[src/rtl/efpga_op_pkg.sv]
// Shared encodings for the eFPGA operation unit: operator codes, FSM states,
// and the default datapath width.
package efpga_op_pkg;
  localparam int DEF_DATA_W = 32;

  localparam logic [1:0] OP_ADD   = 2'b00;
  localparam logic [1:0] OP_MUL   = 2'b01;
  localparam logic [1:0] OP_LOGIC = 2'b10;
  localparam logic [1:0] OP_SHIFT = 2'b11;

  typedef enum logic [1:0] {
    IDLE = 2'd0,
    BUSY = 2'd1,
    DONE = 2'd2
  } state_t;
endpackage

[src/rtl/efpga_op_if.sv]
// Core <-> eFPGA operation unit bus: request, operands, results, done and irq.
interface efpga_op_if #(parameter int DATA_W = efpga_op_pkg::DEF_DATA_W);
  logic              en_i;
  logic [1:0]        operator_i;
  logic [1:0]        delay_i;
  logic [DATA_W-1:0] operand_a_i;
  logic [DATA_W-1:0] operand_b_i;
  logic [DATA_W-1:0] result_a_o;
  logic [DATA_W-1:0] result_b_o;
  logic [DATA_W-1:0] result_c_o;
  logic              done_o;
  logic              irq_o;
  logic [4:0]        irq_id_o;
  logic              irq_ack_i;

  modport master (
    output en_i, operator_i, delay_i, operand_a_i, operand_b_i, irq_ack_i,
    input  result_a_o, result_b_o, result_c_o, done_o, irq_o, irq_id_o
  );
  modport slave (
    input  en_i, operator_i, delay_i, operand_a_i, operand_b_i, irq_ack_i,
    output result_a_o, result_b_o, result_c_o, done_o, irq_o, irq_id_o
  );
endinterface

[src/rtl/efpga_op_alu.sv]
// Combinational result computation from the captured operator and operands.
module efpga_op_alu
  import efpga_op_pkg::*;
#(
  parameter int DATA_W = DEF_DATA_W
) (
  input  logic [1:0]        i_op,
  input  logic [DATA_W-1:0] i_a,
  input  logic [DATA_W-1:0] i_b,
  output logic [DATA_W-1:0] o_res_a,
  output logic [DATA_W-1:0] o_res_b,
  output logic [DATA_W-1:0] o_res_c
);
  logic [DATA_W:0]     w_sum;
  logic [DATA_W:0]     w_diff;
  logic [2*DATA_W-1:0] w_prod;
  logic [4:0]          w_sh;

  // Extra top bit carries out of the add and borrows out of the subtract.
  assign w_sum  = {1'b0, i_a} + {1'b0, i_b};
  assign w_diff = {1'b0, i_a} - {1'b0, i_b};
  assign w_prod = {{DATA_W{1'b0}}, i_a} * {{DATA_W{1'b0}}, i_b};
  assign w_sh   = i_b[4:0];

  always_comb begin
    o_res_a = '0;
    o_res_b = '0;
    o_res_c = '0;
    case (i_op)
      OP_ADD: begin
        o_res_a = w_sum[DATA_W-1:0];
        o_res_b = w_diff[DATA_W-1:0];
        o_res_c = {{(DATA_W-2){1'b0}}, w_diff[DATA_W], w_sum[DATA_W]};
      end
      OP_MUL: begin
        o_res_a = w_prod[DATA_W-1:0];
        o_res_b = w_prod[2*DATA_W-1:DATA_W];
      end
      OP_LOGIC: begin
        o_res_a = i_a & i_b;
        o_res_b = i_a | i_b;
        o_res_c = i_a ^ i_b;
      end
      default: begin
        o_res_a = i_a << w_sh;
        o_res_b = i_a >> w_sh;
        o_res_c = $unsigned($signed(i_a) >>> w_sh);
      end
    endcase
  end
endmodule

[src/rtl/efpga_op_unit.sv]
// eFPGA operation unit: IDLE/BUSY/DONE handshake FSM with programmable latency.
// Define EFPGA_OP_IRQ_EN to build the completion interrupt; otherwise irq is tied off.
module efpga_op_unit
  import efpga_op_pkg::*;
#(
  parameter logic [4:0] IRQ_ID = 5'd16,
  parameter int         DATA_W = DEF_DATA_W
) (
  input  logic       wb_clk_i,
  input  logic       wb_rst_i,
  efpga_op_if.slave  bus
);
  state_t            r_state, w_next;
  logic [1:0]        r_cnt;
  logic [1:0]        r_op;
  logic [DATA_W-1:0] r_a, r_b;
  logic [DATA_W-1:0] r_res_a, r_res_b, r_res_c;
  logic              r_done;
  logic              w_load, w_dec, w_commit;
  logic [DATA_W-1:0] w_res_a, w_res_b, w_res_c;

  efpga_op_alu #(.DATA_W(DATA_W)) u_alu (
    .i_op   (r_op),
    .i_a    (r_a),
    .i_b    (r_b),
    .o_res_a(w_res_a),
    .o_res_b(w_res_b),
    .o_res_c(w_res_c)
  );

  always_ff @(posedge wb_clk_i) begin
    if (wb_rst_i) r_state <= IDLE;
    else          r_state <= w_next;
  end

  // Dropping en_i at any point returns to IDLE; in BUSY that is an abort.
  always_comb begin
    w_next = r_state;
    case (r_state)
      IDLE:    if (bus.en_i) w_next = BUSY;
      BUSY:    if (!bus.en_i) w_next = IDLE;
               else if (r_cnt == 2'd0) w_next = DONE;
      DONE:    if (!bus.en_i) w_next = IDLE;
      default: w_next = IDLE;
    endcase
  end

  always_comb begin
    w_load   = (r_state == IDLE) && bus.en_i;
    w_dec    = (r_state == BUSY) && bus.en_i && (r_cnt != 2'd0);
    w_commit = (r_state == BUSY) && bus.en_i && (r_cnt == 2'd0);
  end

  // done_o trails the DONE state by one cycle on both rise and fall.
  always_ff @(posedge wb_clk_i) begin
    if (wb_rst_i) begin
      r_cnt   <= '0;
      r_op    <= '0;
      r_a     <= '0;
      r_b     <= '0;
      r_res_a <= '0;
      r_res_b <= '0;
      r_res_c <= '0;
      r_done  <= 1'b0;
    end else begin
      if (w_load) begin
        r_cnt <= bus.delay_i;
        r_op  <= bus.operator_i;
        r_a   <= bus.operand_a_i;
        r_b   <= bus.operand_b_i;
      end else if (w_dec) begin
        r_cnt <= r_cnt - 2'd1;
      end
      if (w_commit) begin
        r_res_a <= w_res_a;
        r_res_b <= w_res_b;
        r_res_c <= w_res_c;
      end
      r_done <= (r_state == DONE);
    end
  end

  assign bus.result_a_o = r_res_a;
  assign bus.result_b_o = r_res_b;
  assign bus.result_c_o = r_res_c;
  assign bus.done_o     = r_done;

`ifdef EFPGA_OP_IRQ_EN
  logic r_irq;

  // A completion in the same cycle as an ack keeps the request pending.
  always_ff @(posedge wb_clk_i) begin
    if (wb_rst_i)           r_irq <= 1'b0;
    else if (w_commit)      r_irq <= 1'b1;
    else if (bus.irq_ack_i) r_irq <= 1'b0;
  end

  assign bus.irq_o    = r_irq;
  assign bus.irq_id_o = r_irq ? IRQ_ID : 5'd0;
`else
  logic w_unused_ack;
  assign w_unused_ack = bus.irq_ack_i;
  assign bus.irq_o    = 1'b0;
  assign bus.irq_id_o = 5'd0;
`endif
endmodule
[src/flat_wrapper.sv]
// flat-port wrapper written by rule: the top's interface ports become plain ports
module efpga_op_unit_flat import efpga_op_pkg::*;
#(
  parameter logic [4:0] IRQ_ID = 5'd16,
  parameter int         DATA_W = DEF_DATA_W
)
  (wb_clk_i, wb_rst_i, bus_en_i, bus_operator_i, bus_delay_i, bus_operand_a_i, bus_operand_b_i, bus_irq_ack_i, bus_result_a_o, bus_result_b_o, bus_result_c_o, bus_done_o, bus_irq_o, bus_irq_id_o);
  efpga_op_if #(.DATA_W(DATA_W)) bus_i ();
  input  logic wb_clk_i;
  input  logic wb_rst_i;
  input wire logic [$bits(bus_i.en_i)-1:0] bus_en_i;
  input wire logic [$bits(bus_i.operator_i)-1:0] bus_operator_i;
  input wire logic [$bits(bus_i.delay_i)-1:0] bus_delay_i;
  input wire logic [$bits(bus_i.operand_a_i)-1:0] bus_operand_a_i;
  input wire logic [$bits(bus_i.operand_b_i)-1:0] bus_operand_b_i;
  input wire logic [$bits(bus_i.irq_ack_i)-1:0] bus_irq_ack_i;
  output wire logic [$bits(bus_i.result_a_o)-1:0] bus_result_a_o;
  output wire logic [$bits(bus_i.result_b_o)-1:0] bus_result_b_o;
  output wire logic [$bits(bus_i.result_c_o)-1:0] bus_result_c_o;
  output wire logic [$bits(bus_i.done_o)-1:0] bus_done_o;
  output wire logic [$bits(bus_i.irq_o)-1:0] bus_irq_o;
  output wire logic [$bits(bus_i.irq_id_o)-1:0] bus_irq_id_o;
  assign bus_i.en_i = bus_en_i;
  assign bus_i.operator_i = bus_operator_i;
  assign bus_i.delay_i = bus_delay_i;
  assign bus_i.operand_a_i = bus_operand_a_i;
  assign bus_i.operand_b_i = bus_operand_b_i;
  assign bus_i.irq_ack_i = bus_irq_ack_i;
  assign bus_result_a_o = bus_i.result_a_o;
  assign bus_result_b_o = bus_i.result_b_o;
  assign bus_result_c_o = bus_i.result_c_o;
  assign bus_done_o = bus_i.done_o;
  assign bus_irq_o = bus_i.irq_o;
  assign bus_irq_id_o = bus_i.irq_id_o;
  efpga_op_unit #(.IRQ_ID(IRQ_ID), .DATA_W(DATA_W)) u_core (.wb_clk_i(wb_clk_i), .wb_rst_i(wb_rst_i), .bus(bus_i));
endmodule
[config.mk]
export PLATFORM = sky130hd
export DESIGN_NAME = efpga_op_unit_flat
export DESIGN_NICKNAME = d
export VERILOG_FILES = /design/src/rtl/efpga_op_pkg.sv /design/src/rtl/efpga_op_if.sv /design/src/rtl/efpga_op_alu.sv /design/src/rtl/efpga_op_unit.sv /design/src/flat_wrapper.sv
export SDC_FILE = /design/constraint.sdc
export NUM_CORES = 2
export LEC_CHECK = 0
export CORE_UTILIZATION = 27
export DETAILED_ROUTE_END_ITERATION = 7
export SLEW_MARGIN = 20
export SYNTH_ARGS = -nofsm -noshare
export SYNTH_HDL_FRONTEND = slang
export SYNTH_HIERARCHICAL = 1
export SYNTH_SLANG_ARGS = --single-unit
export TNS_END_PERCENT = 100
[constraint.sdc]
create_clock -name wb_clk_i -period 10.98 [get_ports wb_clk_i]
set_input_delay 2.196 -clock wb_clk_i [delete_from_list [all_inputs] [get_ports wb_clk_i]]
set_output_delay 2.196 -clock wb_clk_i [all_outputs]
set_load 0.01 [all_outputs]
==> flow_summary.ini <==
[yosys]
netlist_area_mm2 = 0.04625
synth_top_area_share_pct = 38.87
ys_async_sr_fraction_pct = 0
seq_area_frac_synth_pct = 7.229
synth_edf_count = 0
ys_warn_count = 6
synth.distinct_cells = 103
synth_cells = 5704
ys_ff_latch = 167
yosys.area.top_type = fa_1
ys.flop_type = dfxtp_1
avgSynthCellArea_um2 = 8.108
synthTopCellsByArea = fa_1, ha_1, inv_1

[detailed_routing]
drc = 0
wirelength_mm = 199.9
drtPass1Iterations = 5
drtAntennaViolNets = 0
viasPerCell = 5.305
dr_total_vias = 41890
wl_per_cell_um = 25.31
drt-initial-drc-count = 4739

[final_layout]
areaGrowthSynthToFinish_pct = 10.14
final_common_cell = inv_1
fillCellCount = 18190
final_nets = 6995
layout_common_cells = inv_1, fa_1, nand2_1
drive_above_1_share_pct = 5.196

[grt]
grt_pass1_wl_mm = 291.5
overflow = 0
grt.total_usage_pct = 23.00
grt_max_degree = 97
antenna_found_initial = 7
grt_pass1_vias = 42880

[pwr]
p_leak_nw = 23.23
power_density_mw_per_mm2 = 73.23
peakVddDrop_mv = 0.1368

[flow_run]
cap_violations = 0

[placement]
dp_hpwl_mm = 155.3
portBuffers = 167
dp_worst_setup_slack_ns = 1.880
gp_congestion = 1.029

[sta]
worst_pin_slew_ns = 1.277
fin_crit_sh_pct = 85.23
setup_viol = 0
setup_slack_ns = 1.621
slew_headroom_pct = 14.56
fin_crit_ns = 9.359
max_freq_ghz = 0.1069
tns_ns = 0
slew_violations = 0
rsz0062_at_grt = no
fin_skew_ns = 0.02116
hold_viol_final = 0

[critical_path]
cp-start-kind = flip-flop
cpMaxStageDelayCell = inv_1
path_buf_inv = 5
cp_data_required_time_ns = 11.41
crit_path_max_incr_delay_ns = 0.94
path_class = reg2reg
crit_family = adder cells
cpMostUsedCell = fa_1
critPathArrivalTime_ns = 9.79
crit_fanout = 19
critPathCaptureType = flip-flop

[clock_network]
cts_max_level = 4
post_cts_buffers = 0
clk_pin_slew_worst_paths_ns = 0.09
holdBufCountCts = 0
numClockSinks = 167
cts_resized = 0
root_buffer = clkbuf_16
clock_path_buffers = 2
cts_tree = done
cts_buffers = 17
clk_latency_ns = 0.52

[floorplan]
dieWidth_um = 415.9
initial_core_util_pct = 27.26
row_count = 151
ios = 175
die_y_um = 415.9
die_area_mm2 = 0.1729
core_area_mm2 = 0.1697

[worst_hold_path]
hp-class = reg2reg

[status]
outcome = complete, no violations
==> worst reg2reg max path, cell delays in order (launching register included) <==
cell and delay [ns]:
dfxtp_1 0.31, buf_4 0.24, inv_1 0.96, nor2_1 0.16
fa_1 0.52, fa_1 0.58, inv_1 0.07, fa_1 0.50
fa_1 0.52, inv_1 0.06, fa_1 0.55, fa_1 0.43
fa_1 0.56, fa_1 0.47, ha_1 0.51, nand2_1 0.08
o21ai_0 0.35, a31oi_1 0.13, nor3_1 0.24, a221oi_1 0.09
buf_4 0.18, o21ai_1 0.44, o2111ai_1 0.25, o41ai_2 0.43
xnor2_1 0.14, o221ai_1 0.26, nand2_1 0.10, a21oi_1 0.16
==> power breakdown <==
group / internal, mW / switching (mW)
Sequential: 0.631 / 0.0283
Combinational: 0.751 / 1.66
Clock: 0.308 / 0.353
Total: 1.69 / 2.04
==> sequential cells by signal, indices dropped and copies added, names as in the netlist <==
register	flops
u_core/r_b	32
u_core/bus.result_c_o	32
u_core/bus.done_o	1
u_core/r_op	2
u_core/r_cnt	2
u_core/r_state	2
u_core/r_a	32
u_core/bus.result_b_o	32
u_core/bus.result_a_o	32
==> per-stage QoR <==
stage / power (mW) / cells / utilization, % / cell area [um^2] / hold WS (ns)
floorplan: 2.071 / 5709 / - / 46260 / 0.4518
global placement: 2.987 / 7863 / 29.67 / 50330 / 0.4441
detailed placement: 2.992 / 7863 / 29.67 / 50330 / 0.4453
CTS: 3.678 / 7895 / 30.02 / 50930 / 0.4558
global route: 3.909 / 7895 / 30.02 / 50930 / 0.4752
finish: 3.730 / 7897 / 30.02 / 50940 / 0.4551
==> final timing paths <==
kind / slack (ns) / cells after the start / endpoint / startpoint
max: 1.62 / 27 / u_core/bus.result_b_o[31] / u_core/r_b[10]
min: 0.46 / 2 / u_core/bus.result_a_o[4] / u_core/bus.result_a_o[4]
min reg2reg: 0.46 / 2 / u_core/bus.result_a_o[4] / u_core/bus.result_a_o[4]
max reg2reg: 1.62 / 27 / u_core/bus.result_b_o[31] / u_core/r_b[10]
==> layer usage <==
metal  vias up  share of wire, %  global-route usage, %  wire length (um)
li1      17660                 -                      -                 -
met1     21360                40                  29.95             79780
met2      2394                45                  36.14             89170
met3       472               9.2                  3.996             18460
met4         2               6.2                  12.56             12420
met5         -            0.0090                      0                18
==> logic make-up after synthesis <==
logic type | after synthesis | synth area share [%]
simple gates | 1919 | 16.66
xor+xnor | 101 | 1.913
mux | 103 | 3.038
other cells | 1 | 0.008109
fa+ha+maj | 1259 | 48.64
compound gates | 834 | 11.50
buf+inv | 1320 | 11.01
flops | 167 | 7.229
==> synth_stat cells (all sizes together) (9+ instances only) <==
cell      n
o211ai   12
o31ai    13
nor2b    12
o22ai    22
ha      361
dfxtp   167
o221ai   25
and2     12
inv     919
clkbuf  269
nand2   883
nand4    29
fa      898
mux4     29
a221oi   17
a21o     38
a211oi   19
clkinv   16
a22oi    12
buf     116
a21oi   363
or3      18
o21bai   24
a31oi    25
a211o     9
and3     12
nor3     38
a221o    18
o21a     10
mux2      9
xor2     33
nand3    28
nand2b   16
o21ai   171
xnor2    68
nor4     11
nor2    831
mux2i    65
==> layout make-up <==
class                           instances  area, um^2  area share, %
Timing Repair Buffer                  321        2829          5.554
Inverter                              935        3510          6.890
Multi-Input combinational cell       4222       37860          74.33
Clock buffer                           17       425.4         0.8352
Antenna cell                            2       5.005       0.009826
Sequential cell                       167        3357          6.591
Clock inverter                         15       175.2         0.3439
Tap cell                             2218        2775          5.448
Power figures use the tool's default switching activity.
